<file path="config.mk">
export PLATFORM = sky130hd
export DESIGN_NAME = stack_seq_flat
export DESIGN_NICKNAME = d
export VERILOG_FILES = /design/src/rtl/stack_seq_pkg.sv /design/src/rtl/stack_seq_if.sv /design/src/rtl/stack_seq_popcnt.sv /design/src/rtl/stack_seq.sv /design/src/flat_wrapper.sv
export SDC_FILE = /design/constraint.sdc
export NUM_CORES = 1
export LEC_CHECK = 0
export ABC_CLOCK_PERIOD_IN_PS = 10300
export CAP_MARGIN = 0
export CORE_ASPECT_RATIO = 0.9
export CORE_MARGIN = 5
export CORE_UTILIZATION = 40
export CTS_BUF_LIST = sky130_fd_sc_hd__clkbuf_16
export DETAILED_ROUTE_END_ITERATION = 10
export DONT_BUFFER_PORTS = 1
export PLACE_DENSITY = 0.54
export SETUP_SLACK_MARGIN = 0.5
export SLEW_MARGIN = 10
export SYNTH_ARGS = -nofsm -noshare
export SYNTH_HDL_FRONTEND = slang
export SYNTH_SLANG_ARGS = --single-unit
</file>
<file path="constraint.sdc">
create_clock -name clk -period 10.3 [get_ports clk]
set_input_delay 2.06 -clock clk [delete_from_list [all_inputs] [get_ports clk]]
set_output_delay 2.06 -clock clk [all_outputs]
set_load 0.05 [all_outputs]
</file>
<file path="src/rtl/stack_seq_pkg.sv">
// stack_seq_pkg: definitions shared by the stack push/pop sequencer.
//   state_t     - sequencer FSM states
//   OP_*        - operation codes carried on the 'op' input
//   REG_*       - architectural register indices for SP, LR and PC
//   WORD_BYTES  - byte stride between consecutive stack words
//   lowest_set  - index of the lowest set bit of a 9-bit register list
package stack_seq_pkg;

    typedef enum logic [1:0] {
        S_IDLE = 2'd0,
        S_CALC = 2'd1,
        S_XFER = 2'd2,
        S_FIN  = 2'd3
    } state_t;

    localparam logic OP_PUSH = 1'b0;
    localparam logic OP_POP  = 1'b1;

    localparam logic [3:0] REG_SP = 4'd13;
    localparam logic [3:0] REG_LR = 4'd14;
    localparam logic [3:0] REG_PC = 4'd15;

    localparam logic [31:0] WORD_BYTES = 32'd4;

    // Scans downward so the lowest set bit wins; returns 0 for an empty list.
    function automatic logic [3:0] lowest_set(input logic [8:0] mask);
        logic [3:0] idx;
        idx = '0;
        for (int unsigned i = 9; i > 0; i--) begin
            if (mask[i-1]) idx = 4'(i - 1);
        end
        return idx;
    endfunction

endpackage

</file>
<file path="src/rtl/stack_seq_if.sv">
// stack_seq_if: word-wide memory request bus used by the stack sequencer.
//   mem_req   - request valid, held until acknowledged
//   mem_we    - 1 = write, 0 = read
//   mem_addr  - byte address of the word
//   mem_wdata - write data
//   mem_ack   - completion strobe from memory
//   mem_rdata - read data, valid with mem_ack
// Modports: master (sequencer side), slave (memory side).
interface stack_seq_if;

    logic        mem_req;
    logic        mem_we;
    logic [31:0] mem_addr;
    logic [31:0] mem_wdata;
    logic        mem_ack;
    logic [31:0] mem_rdata;

    modport master (
        output mem_req, mem_we, mem_addr, mem_wdata,
        input  mem_ack, mem_rdata
    );

    modport slave (
        input  mem_req, mem_we, mem_addr, mem_wdata,
        output mem_ack, mem_rdata
    );

endinterface

</file>
<file path="src/rtl/stack_seq_popcnt.sv">
// stack_seq_popcnt: combinational population count of a 9-bit register list.
//   bits  - in  9  register list
//   count - out 4  number of set bits (0..9)
module stack_seq_popcnt (
    input  logic [8:0] bits,
    output logic [3:0] count
);

    always_comb begin
        count = '0;
        for (int unsigned i = 0; i < 9; i++) begin
            count = count + {3'b000, bits[i]};
        end
    end

endmodule

</file>
<file path="src/rtl/stack_seq.sv">
// stack_seq: multi-register PUSH/POP sequencer.
//   clk, rst         - clock, asynchronous active-high reset
//   start, op        - request strobe and operation (PUSH/POP), sampled in IDLE
//   reg_list         - R0..R7 in bits[7:0], LR (PUSH) / PC (POP) in bit 8
//   sp_in            - stack pointer value at request time
//   rd_data, rd_addr - register-file read data / register index addressed
//   bus              - memory request bus (master side)
//   ld_rd/w_Rd       - register write for POP of R0..R7
//   ld_pc/w_PC       - PC write for POP of bit 8 (bit 0 cleared)
//   ld_sp/w_SP       - SP write-back at completion
//   busy, done, fault- status; done and fault pulse for one cycle in FIN
module stack_seq
    import stack_seq_pkg::*;
(
    input  logic          clk,
    input  logic          rst,
    input  logic          start,
    input  logic          op,
    input  logic [8:0]    reg_list,
    input  logic [31:0]   sp_in,
    input  logic [31:0]   rd_data,
    output logic [3:0]    rd_addr,
    stack_seq_if.master   bus,
    output logic          ld_rd,
    output logic [31:0]   w_Rd,
    output logic          ld_pc,
    output logic [31:0]   w_PC,
    output logic          ld_sp,
    output logic [31:0]   w_SP,
    output logic          busy,
    output logic          done,
    output logic          fault
);

    state_t      state;
    state_t      state_next;

    logic        op_q;
    logic [8:0]  mask_q;      // registers still to transfer
    logic [31:0] sp_q;
    logic [31:0] base_q;
    logic [31:0] addr_q;
    logic [3:0]  cnt_q;       // total transfer count n
    logic        fault_q;

    logic [3:0]  n_calc;
    logic [3:0]  idx;
    logic [8:0]  mask_clr;
    logic        last_xfer;
    logic        misaligned;
    logic [31:0] base_calc;

    stack_seq_popcnt u_popcnt (
        .bits  (mask_q),
        .count (n_calc)
    );

    always_comb begin
        idx        = lowest_set(mask_q);
        mask_clr   = mask_q & (mask_q - 9'd1);   // drop the lowest set bit
        last_xfer  = (mask_clr == '0);
        misaligned = (sp_q[1:0] != 2'b00);
        base_calc  = (op_q == OP_PUSH) ? sp_q - (32'(n_calc) * WORD_BYTES) : sp_q;
    end

    always_ff @(posedge clk or posedge rst) begin
        if (rst) state <= S_IDLE;
        else     state <= state_next;
    end

    always_comb begin
        state_next = state;
        case (state)
            S_IDLE:  if (start) state_next = S_CALC;
            S_CALC:  state_next = ((n_calc != '0) && !misaligned) ? S_XFER : S_FIN;
            S_XFER:  if (bus.mem_ack && last_xfer) state_next = S_FIN;
            S_FIN:   state_next = S_IDLE;
            default: state_next = S_IDLE;
        endcase
    end

    always_ff @(posedge clk or posedge rst) begin
        if (rst) begin
            op_q    <= OP_PUSH;
            mask_q  <= '0;
            sp_q    <= '0;
            base_q  <= '0;
            addr_q  <= '0;
            cnt_q   <= '0;
            fault_q <= 1'b0;
        end else begin
            case (state)
                S_IDLE: if (start) begin
                    op_q   <= op;
                    mask_q <= reg_list;
                    sp_q   <= sp_in;
                end
                S_CALC: begin
                    cnt_q   <= n_calc;
                    base_q  <= base_calc;
                    addr_q  <= base_calc;
                    // an empty list never faults, even with a misaligned SP
                    fault_q <= misaligned && (n_calc != '0);
                end
                S_XFER: if (bus.mem_ack) begin
                    mask_q <= mask_clr;
                    addr_q <= addr_q + WORD_BYTES;
                end
                default: ;
            endcase
        end
    end

    always_comb begin
        rd_addr       = '0;
        bus.mem_req   = 1'b0;
        bus.mem_we    = 1'b0;
        bus.mem_addr  = '0;
        bus.mem_wdata = '0;
        ld_rd         = 1'b0;
        w_Rd          = '0;
        ld_pc         = 1'b0;
        w_PC          = '0;
        ld_sp         = 1'b0;
        w_SP          = '0;
        busy          = (state != S_IDLE);
        done          = 1'b0;
        fault         = 1'b0;
        case (state)
            S_XFER: begin
                bus.mem_req  = 1'b1;
                bus.mem_addr = addr_q;
                if (op_q == OP_PUSH) begin
                    rd_addr       = (idx == 4'd8) ? REG_LR : idx;
                    bus.mem_we    = 1'b1;
                    bus.mem_wdata = rd_data;
                end else begin
                    rd_addr = (idx == 4'd8) ? REG_PC : idx;
                    if (bus.mem_ack) begin
                        if (idx == 4'd8) begin
                            ld_pc = 1'b1;
                            w_PC  = {bus.mem_rdata[31:1], 1'b0};
                        end else begin
                            ld_rd = 1'b1;
                            w_Rd  = bus.mem_rdata;
                        end
                    end
                end
            end
            S_FIN: begin
                done  = 1'b1;
                fault = fault_q;
                if (!fault_q && (cnt_q != '0)) begin
                    ld_sp = 1'b1;
                    w_SP  = (op_q == OP_PUSH) ? base_q
                                              : sp_q + (32'(cnt_q) * WORD_BYTES);
                end
            end
            default: ;
        endcase
    end

endmodule

</file>
<file path="src/flat_wrapper.sv">
// flat-port wrapper written by rule: the top's interface ports become plain ports
module stack_seq_flat import stack_seq_pkg::*;
  (clk, rst, start, op, reg_list, sp_in, rd_data, rd_addr, ld_rd, w_Rd, ld_pc, w_PC, ld_sp, w_SP, busy, done, fault, bus_mem_req, bus_mem_we, bus_mem_addr, bus_mem_wdata, bus_mem_ack, bus_mem_rdata);
  stack_seq_if bus_i ();
  input  logic clk;
  input  logic rst;
  input  logic start;
  input  logic op;
  input  logic [8:0] reg_list;
  input  logic [31:0] sp_in;
  input  logic [31:0] rd_data;
  output logic [3:0] rd_addr;
  output logic ld_rd;
  output logic [31:0] w_Rd;
  output logic ld_pc;
  output logic [31:0] w_PC;
  output logic ld_sp;
  output logic [31:0] w_SP;
  output logic busy;
  output logic done;
  output logic fault;
  output wire logic [$bits(bus_i.mem_req)-1:0] bus_mem_req;
  output wire logic [$bits(bus_i.mem_we)-1:0] bus_mem_we;
  output wire logic [$bits(bus_i.mem_addr)-1:0] bus_mem_addr;
  output wire logic [$bits(bus_i.mem_wdata)-1:0] bus_mem_wdata;
  input wire logic [$bits(bus_i.mem_ack)-1:0] bus_mem_ack;
  input wire logic [$bits(bus_i.mem_rdata)-1:0] bus_mem_rdata;
  assign bus_mem_req = bus_i.mem_req;
  assign bus_mem_we = bus_i.mem_we;
  assign bus_mem_addr = bus_i.mem_addr;
  assign bus_mem_wdata = bus_i.mem_wdata;
  assign bus_i.mem_ack = bus_mem_ack;
  assign bus_i.mem_rdata = bus_mem_rdata;
  stack_seq u_core (.clk(clk), .rst(rst), .start(start), .op(op), .reg_list(reg_list), .sp_in(sp_in), .rd_data(rd_data), .rd_addr(rd_addr), .bus(bus_i), .ld_rd(ld_rd), .w_Rd(w_Rd), .ld_pc(ld_pc), .w_PC(w_PC), .ld_sp(ld_sp), .w_SP(w_SP), .busy(busy), .done(done), .fault(fault));
endmodule
</file>
==> results of run 1 <==
cells in the mapped netlist, drive strengths merged (2+ instances only):
cell | n | share of area (%)
nand3 | 25 | 1.6
or3 | 9 | 0.71
a311oi | 6 | 0.66
xnor2 | 35 | 3.8
fa | 7 | 1.8
mux2 | 41 | 5.8
or4 | 10 | 0.99
o211ai | 4 | 0.38
a21oi | 65 | 4.1
or2 | 3 | 0.24
a21o | 3 | 0.28
o22ai | 9 | 0.71
nor2 | 101 | 4.7
and4 | 2 | 0.22
nor3 | 22 | 1.4
and2 | 128 | 10
o21ai | 38 | 2.4
a211oi | 29 | 2.7
inv | 41 | 1.9
and3 | 8 | 0.63
a221oi | 9 | 1.1
mux2i | 16 | 2.0
nor2b | 4 | 0.31
nand4 | 16 | 1.3
a41o | 3 | 0.38
buf | 8 | 0.58
nand2 | 64 | 3.0
ha | 17 | 2.7
nor4 | 13 | 1.1
a31oi | 5 | 0.39
dfrtp | 113 | 35
clkbuf | 60 | 2.8
xor2 | 22 | 2.4
state kept, by name, summed over array words and instances, names as in the netlist:
signal	count
u_core.sp_q	32
u_core.op_q	1
u_core.addr_q	32
u_core.cnt_q	4
u_core.base_q	32
u_core.mask_q	9
u_core.fault_q	1
u_core.state	2
per-stage QoR:
| stage | setup WS, ns | utilization (%) | instances | total power, W |
|---|---|---|---|---|
| 3_5_place_dp | 4.148 | 41.76 | 1150 | 0.003392 |
| 6_report | 4.493 | 44.82 | 1183 | 0.004012 |
| 3_3_place_gp | 4.236 | 41.76 | 1150 | 0.003370 |
| 5_1_grt | 4.297 | 44.82 | 1183 | 0.004335 |
| 2_1_floorplan | 4.413 | - | 951 | 0.002839 |
| 4_1_cts | 4.149 | 44.80 | 1182 | 0.004021 |
final cells by class:
| type | count | area [um^2] | area share (%) |
|---|---|---|---|
| flip-flops and latches | 113 | 2829 | 31.87 |
| multi-input cells | 729 | 4877 | 54.95 |
| diodes | 1 | 2.502 | 0.02819 |
| clock buffers | 17 | 425.4 | 4.793 |
| inverters | 41 | 156.4 | 1.762 |
| clock inverters | 15 | 176.4 | 1.988 |
| well taps | 255 | 319.1 | 3.595 |
| repair buffers | 12 | 90.09 | 1.015 |
layer usage:
metal / vias to the layer above / routed length (um) / part of all wire, % / track usage, %
met1: 3335 / 12120 / 44 / 31.74
met2: 303 / 12230 / 45 / 35.83
met4: 2 / 261 / 0.96 / 4.174
met5: - / 19 / 0.070 / 0
met3: 24 / 2632 / 9.7 / 8.920
li1: 3223 / - / - / -
where the power goes:
part           switching, W  leakage, nW  internal [W]
Sequential         0.000296         1.31      0.000679
Combinational       0.00166         1.92      0.000772
Clock              0.000211        0.297      0.000398
Total               0.00216         3.53       0.00185
path summary, 6_finish.rpt:
| path | from | cells after the start | slack, ns | to |
|---|---|---|---|---|
| hold / removal | u_core.base_q[4]$_DFFE_PP0P_ | 1 | 0.51 | u_core.base_q[4]$_DFFE_PP0P_ |
| setup reg to reg | u_core.mask_q[0]$_DFFE_PP0P_ | 13 | 4.81 | u_core.base_q[20]$_DFFE_PP0P_ |
| setup / recovery | bus_mem_ack | 3 | 4.49 | w_PC[25] |
| min in group asynchronous | rst | 1 | 1.64 | u_core.sp_q[27]$_DFFE_PP0P_ |
| hold reg to reg | u_core.base_q[4]$_DFFE_PP0P_ | 1 | 0.51 | u_core.base_q[4]$_DFFE_PP0P_ |
| max in group asynchronous | rst | 2 | 7.38 | u_core.addr_q[6]$_DFFE_PP0P_ |
worst register-to-register path: cells and delay by family (launching register included):
kind / cells / cell delay (ns)
buf+inv: 1 / 0.05
flops: 1 / 0.46
simple gates: 2 / 0.92
fa+ha+maj: 6 / 2.91
xor+xnor: 1 / 0.31
compound gates: 3 / 0.69
cells by family (layout without fill, tap and decap cells):
kind of cell / count (synthesis) / count (layout) / share of synthesized area, %
AOI/OAI and AO/OA: 179 / 179 / 13.90
other: 1 / 2 / 0.04698
buffers and inverters: 109 / 85 / 5.329
DFF: 113 / 113 / 35.42
muxes: 57 / 57 / 7.790
and+or+nand+nor: 410 / 410 / 26.71
adders and majority gates: 25 / 25 / 4.545
xor gates and xnor gates: 57 / 57 / 6.254
==> results, run 1 <==
- The run finished with clean final reports.
- The area of placed instances is 8270 um^2.
- The number of clock sinks is 113.
- The slew at the pin with the worst max-slew slack is 1.091 ns.
- The static leakage is 3.530 nW.
- After clock tree synthesis, the clock-pin slew on the worst setup and hold paths is approximately 0.05 ns.
- Derived from the worst setup path, the maximum achievable clock frequency is 0.1722 GHz.
- The CTS tree is built.
- The final layout contains routed wiring with a total length of 27.27 mm.
- After layout, the minimum clock period comes to approximately 5.8 ns.
- The highest cell delay on the worst timing path is 0.70 ns.
- The sort of element at the end of the critical path is an output port.
- The quantity of gates resized following cts is 0.
- The post-synthesis register bit count is roughly 110.
- Summed over all layers, the global routing overflow is 0.
- The library cell used most frequently in the layout, excluding fill and tap cells, is sky130_fd_sc_hd__and2_1.
- In this run the clock root is driven by a sky130_fd_sc_hd__clkbuf_16.
- The initial antenna violation count came to 5.
- The first routing iteration left 606 violations.
- The final count of negative-setup-slack endpoints is 0.
- The number of enable flip-flop cells after synthesis is 0.
- The total negative setup slack is 0 ns.
- The required time of the critical path is about 8.2 ns.
- The mean area per synthesized cell is roughly 8.4 um^2.
- For this run, the post-layout net count is 1048.
- After legalization and detailed placement, the total HPWL measured around 21 mm.
- The die width is between 150 and 200 um.
- Once the floorplan was initialized, standard cells occupied 40.31% of the core.
- Final hold analysis gives a worst-case slack of 0.5084 ns.
- The synthesis-to-finish area growth is 11.19%.
- Among all stages on the critical path, the largest delay is contributed by sky130_fd_sc_hd__and3_2.
- The hold violation total from the final report is 0.
- Buffers placed on the I/O ports in this run total 0.
- The count of pins on the block boundary is 282.
- Walking the worst path, the cells encountered are and2_1 > and3_2 > and2_1.
- Along the worst path, the maximum fanout reaches 32.
- The die boundary height is 144.0 um.
- The tool flagged a number of max-cap violations equal to 0.
- The worst slew margin relative to its limit is 27.50%.
- The setup clock skew after layout is 0.01062 ns.
- The worst hold path belongs to the class reg -> reg.
- The synthesized netlist occupies a cell area of 7983 um^2.
- The number of pins with negative max-slew slack in the final report came to 0.
- The number of design rule violations left after detail routing is 0.
- The number of filler instances in the final layout is 1944.
- Clock latency on the worst-skew pair, taken at its later pin, is 0.42 ns.
- The share of the clock period used by the worst path is between 50% and 60%.
- For the worst setup path, the data arrival time is 3.75 ns.
- The power density over the cells is 452.0 nW/um^2.
- Hold repair after CTS inserted 0 buffers.
- The overall via count from detail_route is just under 7000.
- Entering global routing, the biggest net connects between 70 and 80 pins.
- Among the stages of the critical path, the cell type that occurs most often is sky130_fd_sc_hd__and2_1.
- The sequential share of the synthesized area is 35.42%.
- On the critical path the largest part of the delay comes from simple AND/OR/NAND/NOR gates.
- After routing the design area is 8876 um^2.
- The aggregate global-route resource usage is 23.25%.
- The kind of start point of the critical path is a primary input.
- Setup repair after global routing left no endpoint under its margin.
- After clock tree synthesis, the setup repair step added 0 buffers.
- The clock tree synthesis step divided the H-tree into 4 levels.
- The most instantiated flip-flop cell in the synthesis netlist is sky130_fd_sc_hd__dfrtp_1.
- The core region is 19800 um^2.
- The first global-routing pass estimated 41.39 mm of wire.
- The maximum count of clock buffers along a single path is 2.
- Leaving out fill and tap cells, the most frequent cells in the layout are sky130_fd_sc_hd__and2_1, sky130_fd_sc_hd__dfrtp_1, sky130_fd_sc_hd__nor2_1.
- The total buffers and inverters traversed by the critical path is 0.
- The number of placement rows is 49.
- The number of buffers created by CTS is 17.
- The total of warnings raised by yosys is 0.
- The fraction of layout cells with a size suffix above 1 is 13.05%.
- The cell count after synthesis is 951.
- The final weighted congestion in routability-driven placement is 0.9013.
- Using the TritonRoute via totals, the vias-per-cell ratio works out to 5.822.
- The count of unique library cells instantiated by Yosys is 55.
- The area of the die is 22890 um^2.
- When the netlist entered floorplanning its net count stood at around 1100.
- The startpoint-to-endpoint class of the critical path is in -> out.
- The first TritonRoute pass finished after 5 iterations.
- The peak supply drop is 0.2080 mV.
- The via count of the first global-routing pass is 6496.
- The fraction of synthesis flops using an asynchronous set or reset pin is 100.0%.
- The count of nets left with antenna violations once routing finished came out at 0.
- After detailed routing, the average wire length per cell comes to 23.05 um.
(Power assumes the default switching activity.)
==> run 2: changes to the inputs <==
Settings changed: ABC_CLOCK_PERIOD_IN_PS 10300 to 4800, PLACE_DENSITY 0.54 to 0.56.
Clock period 10.3 ns to 4.8 ns, I/O delays scaled along.
==> run 2 against run 1 <==
Setup slack lost 4.4 ns. Via count increased by 5.3%. Flip-flop and latch count is the same. Sequential share of layout area down 3.4 points. Die area did not move. Worst hold slack worse by 0.0039 ns. Highest routed layer is now met4.
==> results, run 2 (synthesis results as in run 1) <==
- The required time of the critical path is 5.13 ns (-3.11 ns).
- The worst slew margin relative to its limit is 27.00% (-0.50 points).
- The critical path is of the reg -> reg type.
- The number of pins with negative max-slew slack in the final report came to 0 (unchanged).
- The final routed wire length divided by cell count came to 23.31 um (+1.1%).
- In the finished design, the share of the clock period the worst path needs comes to a little over nine tenths.
- The largest registers in the layout are u_core.addr_q (32), u_core.base_q (32), u_core.sp_q (32).
- TritonCTS built the clock tree.
- The slew at the pin with the worst max-slew slack is 1.098 ns (+0.007525 ns).
- The register clock-pin slew on the reported worst setup and hold paths is 0.05 ns (about the same).
- From synthesis to final layout, the design area changed by 24.55%.
- The effective utilization at floorplan is 40.31% (unchanged).
- The number of filler instances in the final layout is 1849 (-4.9%).
- The hold violation total from the final report is 0 (unchanged).
- The number of clock sinks is 113 (unchanged).
- The clock latency on the worst-skew pair is 0.42 ns (about the same).
- The number of buffers created by CTS is 17 (unchanged).
- The setup clock skew after layout is 0.01134 ns (+0.0007198 ns).
- The number of nets in the finished design is 1119 (+6.8%).
- The area of the die came to 22890 um^2 (unchanged).
- The root buffer cell chosen for the clock tree is sky130_fd_sc_hd__clkbuf_16.
- Setup repair after global routing could not meet its margin everywhere.
- The violation count after the first detailed-route iteration is 631 (+4.1%).
- The flow ran to the end, and the final reports show no timing, DRC or antenna violations.
- The multi-input logic area is 5404 um^2 (+11%).
- The die width was 158.9 um (unchanged).
- STA classifies the critical path endpoint as a flop.
- The maximum count of clock buffers along a single path is 2 (unchanged).
- The count of max-cap constraint violations is 0 (unchanged).
- The number of placement rows is 49 (unchanged).
- The worst hold slack is 0.5045 ns (-0.003928 ns).
- The aggregate global-route resource usage came to 24.82% (+1.6 points).
- The sum of routed wire length over all layers is 29.20 mm (+7.1%).
- Leaving out fill and tap cells, the most frequent cell in the layout is sky130_fd_sc_hd__and2_1.
- Derived from the worst setup path, the maximum achievable clock frequency is 0.2145 GHz.
- The number of buffer cells added on primary ports is 0 (unchanged).
- The critical path arrival is 4.99 ns (+1.24 ns).
- The final count of negative-setup-slack endpoints is 0 (unchanged).
- The overall via count from detail_route is 7254 (+5.3%).
- The path class of the lowest-slack min-delay path is reg -> reg.
- The count of pins on the block boundary was 282 (unchanged).
- The initial antenna violation count is 2 (-3).
- The number of nets still failing antenna checks after routing is 0 (unchanged).
- The via count of the first global-routing pass is 6794 (+4.6%).
- The iteration count of the initial detailed-routing pass is 5 (unchanged).
- The fraction of layout cells with a size suffix above 1 came to 25.18% (+12 points).
- The number of design rule violations left after detail routing is 0 (unchanged).
- The sequential cell area in the final layout is 2834 um^2 (+0.18%).
- The kind of start point of the critical path is a flop.
- The H-tree depth reported by CTS is 4 (unchanged).
- The area inside the core boundary was 19800 um^2 (unchanged).
- The maximum fanout encountered on the critical timing path is 2 (-94%).
- The first-pass GRT wire length was 43.88 mm (+6.0%).
- The leftover overflow at the end of global routing is 0 (unchanged).
- The detailed-route vias per instance came to 5.789 (-0.56%).
- The detailed placer's ending HPWL came to 22.24 mm (+6.9%).
- The final weighted congestion in routability-driven placement was 0.9152 (+1.5%).
- The die boundary height was 144.0 um (unchanged).
- The pin count of the biggest net entering global routing is 74 (+4.2%).
- The post-layout minimum cycle time is 4.661 ns.
- In the layout the commonest cells are sky130_fd_sc_hd__and2_1, sky130_fd_sc_hd__dfrtp_1, sky130_fd_sc_hd__nor2_1.
## run 2: cell types whose count changed in the layout (fill, tap and decap cells not counted), sizes merged
| cell | before | now |
|---|---|---|
| buf | 12 | 83 |
| bufinv | 4 | 3 |
| clkinv | 5 | 7 |
| clkinvlp | 3 | 0 |
| inv | 44 | 45 |
## run 2: what timing repair did
item | 4_1_cts | 5_1_grt
gates resized for setup | 51 | 37
setup buffers | 12 | 5
pin swaps | 41 | 31
setup endpoints to repair | 55 | 59
hold buffers | 0 | 0
## run 2: worst max-delay path: stages (launching register included)
cell and delay (ns):
sky130_fd_sc_hd__dfrtp_1 0.39, sky130_fd_sc_hd__fa_1 0.54, sky130_fd_sc_hd__inv_1 0.05, sky130_fd_sc_hd__fa_1 0.49, sky130_fd_sc_hd__fa_1 0.45, sky130_fd_sc_hd__fa_2 0.37, sky130_fd_sc_hd__fa_2 0.45, sky130_fd_sc_hd__fa_2 0.41
sky130_fd_sc_hd__a21oi_4 0.16, sky130_fd_sc_hd__o211ai_1 0.11, sky130_fd_sc_hd__or2_1 0.28, sky130_fd_sc_hd__or4_4 0.44, sky130_fd_sc_hd__xor2_2 0.17, sky130_fd_sc_hd__a221oi_2 0.25
## run 2: final timing paths
kind                                               from                            end  slack, ns  depth (start not counted)
max reg2reg                u_core.mask_q[3]$_DFFE_PP0P_  u_core.addr_q[20]$_DFFE_PP0P_       0.14                         13
max                        u_core.mask_q[3]$_DFFE_PP0P_  u_core.addr_q[20]$_DFFE_PP0P_       0.14                         13
min in group asynchronous                           rst    u_core.sp_q[28]$_DFFE_PP0P_       0.54                          1
min                        u_core.base_q[2]$_DFFE_PP0P_   u_core.base_q[2]$_DFFE_PP0P_       0.50                          1
max in group asynchronous                           rst  u_core.base_q[21]$_DFFE_PP0P_       3.34                          2
min reg2reg                u_core.base_q[2]$_DFFE_PP0P_   u_core.base_q[2]$_DFFE_PP0P_       0.50                          1
## run 2: area by class of cell
class,count,share of cell area [%]
well taps,255,3.209
clock inverters,14,1.334
multi-input cells,729,54.35
inverters,41,1.573
repair buffers,83,6.720
clock buffers,17,4.279
flip-flops and latches,113,28.50
diodes,1,0.02517
## run 2: stage by stage
stage / TNS (ns) / cell area, um^2 / worst slack, ns / util [%] / cells
2_1_floorplan: -0.1883 / 8110 / -0.1361 / - / 951
3_3_place_gp: 0 / 8782 / 0.03449 / 44.35 / 1204
3_5_place_dp: -0.03341 / 8782 / -0.02805 / 44.35 / 1204
4_1_cts: 0 / 9704 / 0.1477 / 49.00 / 1247
5_1_grt: 0 / 9940 / 0.009393 / 50.19 / 1252
6_report: 0 / 9942 / 0.1390 / 50.21 / 1253
## run 2: layer usage
metal	GRT usage, %	vias to the layer above	wire (um)	share of wire, %
li1	-	3376	-	-
met1	35.25	3537	13280	45
met2	37.90	316	13210	45
met3	7.552	25	2364	8.1
met4	4.937	0	354	1.2
met5	0	-	0	0
Power of run 2 is not shown: default switching activity piles up to over one toggle a cycle in this logic, so the estimate is an artifact.
